## src/rtl/uart_tx_arbiter.sv

```systemverilog
// Round-robin arbiter sharing one UART transmitter between N_REQ byte producers.
// One byte per grant; follows tx_busy through each byte and flags a transmitter that never responds.
module uart_tx_arbiter #(
  parameter int N_REQ     = 2,
  parameter int BUSY_WAIT = 16
) (
  input  logic                     clk,
  input  logic                     reset,
  input  logic [N_REQ-1:0]         req,
  input  logic [8*N_REQ-1:0]       req_data,
  output logic [N_REQ-1:0]         ack,
  output logic                     tx_send_req,
  output logic [7:0]               tx_data,
  input  logic                     tx_busy,
  output logic [$clog2(N_REQ)-1:0] grant_id,
  output logic                     err_timeout
);

  localparam int IDW = $clog2(N_REQ);
  localparam int CW  = $clog2(BUSY_WAIT + 1);

  typedef enum logic [1:0] {IDLE, SEND, WAIT_HI, WAIT_LO} state_t;

  state_t           state_q, state_d;
  logic [N_REQ-1:0] ack_q, ack_d;
  logic             send_q, send_d;
  logic [7:0]       data_q, data_d;
  logic [IDW-1:0]   gid_q, gid_d;
  logic             err_q, err_d;
  logic [CW-1:0]    cnt_q, cnt_d;

  logic             found;
  logic [IDW-1:0]   pick_id;
  logic [7:0]       pick_byte;

  assign ack         = ack_q;
  assign tx_send_req = send_q;
  assign tx_data     = data_q;
  assign grant_id    = gid_q;
  assign err_timeout = err_q;

  // Scan starts just after the last winner, so the last winner has lowest priority.
  always_comb begin
    found     = 1'b0;
    pick_id   = gid_q;
    pick_byte = 8'h00;
    for (int i = 1; i <= N_REQ; i++) begin
      if (!found && req[(int'(gid_q) + i) % N_REQ]) begin
        found     = 1'b1;
        pick_id   = IDW'((int'(gid_q) + i) % N_REQ);
        pick_byte = req_data[8*((int'(gid_q) + i) % N_REQ) +: 8];
      end
    end
  end

  always_comb begin
    state_d = state_q;
    ack_d   = '0;
    send_d  = 1'b0;
    data_d  = data_q;
    gid_d   = gid_q;
    err_d   = err_q;
    cnt_d   = cnt_q;
    case (state_q)
      IDLE: begin
        if (!tx_busy && found) begin
          data_d  = pick_byte;
          gid_d   = pick_id;
          ack_d   = N_REQ'(1) << pick_id;
          send_d  = 1'b1;
          state_d = SEND;
        end
      end
      SEND: begin
        cnt_d   = '0;
        state_d = WAIT_HI;
      end
      WAIT_HI: begin
        if (tx_busy) begin
          state_d = WAIT_LO;
        end else if (cnt_q == CW'(BUSY_WAIT - 1)) begin
          err_d   = 1'b1;
          state_d = IDLE;
        end else begin
          cnt_d = cnt_q + CW'(1);
        end
      end
      WAIT_LO: begin
        if (!tx_busy) state_d = IDLE;
      end
      default: state_d = IDLE;
    endcase
  end

  always_ff @(posedge clk) begin
    if (reset) begin
      state_q <= IDLE;
      ack_q   <= '0;
      send_q  <= 1'b0;
      data_q  <= 8'h00;
      gid_q   <= IDW'(N_REQ - 1);
      err_q   <= 1'b0;
      cnt_q   <= '0;
    end else begin
      state_q <= state_d;
      ack_q   <= ack_d;
      send_q  <= send_d;
      data_q  <= data_d;
      gid_q   <= gid_d;
      err_q   <= err_d;
      cnt_q   <= cnt_d;
    end
  end

endmodule

```

## config.mk

```make
export PLATFORM = sky130hd
export DESIGN_NAME = uart_tx_arbiter
export DESIGN_NICKNAME = d
export VERILOG_FILES = /design/src/rtl/uart_tx_arbiter.sv
export SDC_FILE = /design/constraint.sdc
export NUM_CORES = 1
export LEC_CHECK = 0
export CAP_MARGIN = 20
export CORE_MARGIN = 4
export CORE_UTILIZATION = 30
export CTS_CLUSTER_DIAMETER = 100
export DETAILED_ROUTE_END_ITERATION = 8
export MAX_ROUTING_LAYER = met4
export SLEW_MARGIN = 20
export SYNTH_ARGS = -nofsm -noshare
export SYNTH_HDL_FRONTEND = slang
export SYNTH_SLANG_ARGS = --single-unit
```

## constraint.sdc

```tcl
create_clock -name clk -period 6 [get_ports clk]
set_input_delay 1.5 -clock clk [delete_from_list [all_inputs] [get_ports clk]]
set_output_delay 1.5 -clock clk [all_outputs]
set_load 0.05 [all_outputs]
```

==> flow_summary_export.csv <==
group,metric,value,unit
final_layout,layout-drive-gt1-share,4.69,%
synthesis,ys_seq_elements,20,
synthesis,yosysTopAreaCell,"dfxtp_1",
detailed_routing,drc,0,
synthesis,synth_cells,98,
grt,antenna_found_initial,0,
clocking,htree_levels,1,
clocking,cts_hold_buf,0,
critical_path,crit_required,4.50,ns
place,dp.final_hpwl,1710,um
floorplan,start_util,31.6,%
floorplan,die_x,62.1,um
detailed_routing,detail-route-antenna-nets,0,
sta,layout_worst_path_cycle_share,49.7,%
critical_path,critPathKind,"reg2out",
critical_path,startpoint_type,"flip-flop",
synthesis,synth_warnings,0,
place,place_congestion,0.719,
grt,grt_start_max_net_pins,20,
floorplan,io_pins,34,
place,dpl_worst_slack,2.66,ns
grt,grt_usage,11.9,%
synthesis,synth_edf_count,0,
synthesis,synth_flop_cell,"dfxtp_1",
synthesis,yosysMostFrequentCell,"dfxtp_1",
grt,globalRouteOverflowTotal,0,
floorplan,die_h,62.1,um
grt,grt_pass1_vias,894,
floorplan,core,2780,um2
clocking,cts_sinks,20,
hold_path,hold_class,"reg2reg",
detailed_routing,wl_per_cell,13.9,um
critical_path,cp_max_fo,4,
critical_path,slowest_delay,0.81,ns
sta,hold_violations,0,
clocking,cts-resized-gates,0,
sta,period_needed,2.98,ns
final_layout,area_delta_synth_final,42.6,%
synthesis,synth_top_area_share,45.6,%
critical_path,path_cells,"clkdlybuf4s50_1",
floorplan,die-area,3860,um2
pwr,power_leakage,0.000442,uW
detailed_routing,drtPass1Iterations,4,
detailed_routing,vias,860,
detailed_routing,drtIter0Drc,33,
critical_path,cp_slowest_cell,"clkdlybuf4s50_1",
synthesis,ys_seq_area_share,45.6,%
critical_path,end_kind,"primary output",
detailed_routing,drt-total-wl,2220,um
sta,tns,0,ns
floorplan,fp-row-count,19,
final_layout,final_nets,153,
detailed_routing,vias_per_cell,5.41,
pwr,comb_power_share,28.3,%
sta,worstMarginPinSlew,0.665,ns
clocking,clockBufferDepth,2,
critical_path,crit_buf_inv,1,
place,dp_cells,156,
synthesis,synth_common_cells,"20 x dfxtp_1, 12 x a21oi_1, 9 x a211oi_1",
sta,maxSlewViolCount,0,
pwr,seqPwrFrac,50.3,%
pwr,power_frac_clock,21.4,%
synthesis,synthesis.area,878,um2
clocking,cts_buffers,3,
synthesis,syn_nets,121,
pwr,p_sw_share,32.1,%
synthesis,yosys-top-cells-area,"dfxtp_1 46%, a32oi_1 8.0%, a211oi_1 7.7%",
sta,finClkSkew,0.00342,ns
synthesis,syn_area_per_cell,8.96,um2
final_layout,num_antenna_cells,0,
pwr,vdd_drop_max,0.000102,V
sta,max_freq,335,MHz
sta,slew_headroom,55.0,%
clocking,tritoncts,"done",
synthesis,synth_cell_types,25,
pwr,power_density,235,nW/um2
critical_path,cp.arrival,1.48,ns
clocking,cts_root_buf,"clkbuf_4",
clocking,clock_latency,0.29,ns
sta,setup_viol,0,
pwr,power.internal,199,uW
final_layout,finalNonFillerCells,159,
run,maxCapViolCount,0,
grt,grt_pass1_wl,3780,um
sta,grt_setup_unrepaired,"no",
pwr,switching_power,94.4,uW
clocking,cts.clk_slew.worst_paths,0.11,ns
clocking,postCtsSetupRepairBufs,0,
sta,fin_ws,3.02,ns
place,port-buffer-count,33,
critical_path,crit_family,"buffers and inverters",
synthesis,ys_async_sr_fraction,0,%
status,status,"complete, no violations",
sequential cells by signal, indices dropped and copies added, names as in the netlist:
register / flops
cnt_q: 5
ack: 2
grant_id: 1
tx_send_req: 1
state_q: 2
err_timeout: 1
tx_data: 8
final cells by class:
cell class / instances / area [um2]
well taps: 31 / 38.8
multi-input cells: 69 / 449
flip-flops and latches: 20 / 400
inverters: 3 / 11.3
fillers: 292 / 1530
clock buffers: 3 / 22.5
repair buffers: 33 / 330
stage by stage:
step	utilization [%]	power, uW	hold WS (ns)	cell area (um2)
6_report	45.0	294	0.483	1250
5_1_grt	45.0	308	0.510	1250
4_1_cts	44.8	296	0.489	1250
3_5_place_dp	44.0	234	0.467	1220
3_3_place_gp	44.0	233	0.457	1220
2_1_floorplan	-	200	0.448	878
layout by cell type, fill, tap and decap left out, types with 2 or more instances in the layout:
cell type / synthesis / final
inv_1: 3 / 3
a211oi_1: 9 / 9
nand2_1: 3 / 3
o21ai_0: 3 / 3
a21oi_1: 12 / 12
nand2b_1: 4 / 4
nor3_1: 3 / 2
nand3_1: 4 / 4
clkbuf_4: 0 / 3
or3_1: 3 / 3
a32oi_1: 8 / 8
and3_1: 2 / 2
nor2_1: 6 / 6
clkdlybuf4s50_1: 0 / 33
dfxtp_1: 20 / 20
ha_1: 2 / 2
final timing paths:
path               start     endpoint  slack, ns  cells after the start
max             grant_id     grant_id       3.02                      1
min          err_timeout  err_timeout       0.48                      2
max reg2reg     cnt_q[0]     cnt_q[2]       3.86                      6
min reg2reg  err_timeout  err_timeout       0.48                      2
power by group through the flow:
| stage | clock (uW) | combinational [uW] | sequential, uW |
|---|---|---|---|
| finish | 62.7 | 83.2 | 148 |
| global route | 69.6 | 89.3 | 149 |
| CTS | 64.9 | 83.6 | 148 |
| detailed placement | 0 | 83.3 | 150 |
| global placement | 0 | 82.4 | 150 |
| floorplan | 0 | 26.7 | 174 |
layer usage:
layer	track usage, %	wire [um]
met5	-	0
met4	4.88	10
met3	3.24	142
met2	17.9	1010
met1	15.1	1050
cells by family after synthesis:
logic type	Yosys count	share of synthesized area, %
buf+inv	9	3.85
fa+ha+maj	2	2.85
simple gates	30	19.1
flops	20	45.6
compound gates	36	27.5
mux	1	1.14
No activity file was read; power rests on OpenSTA's default activity.
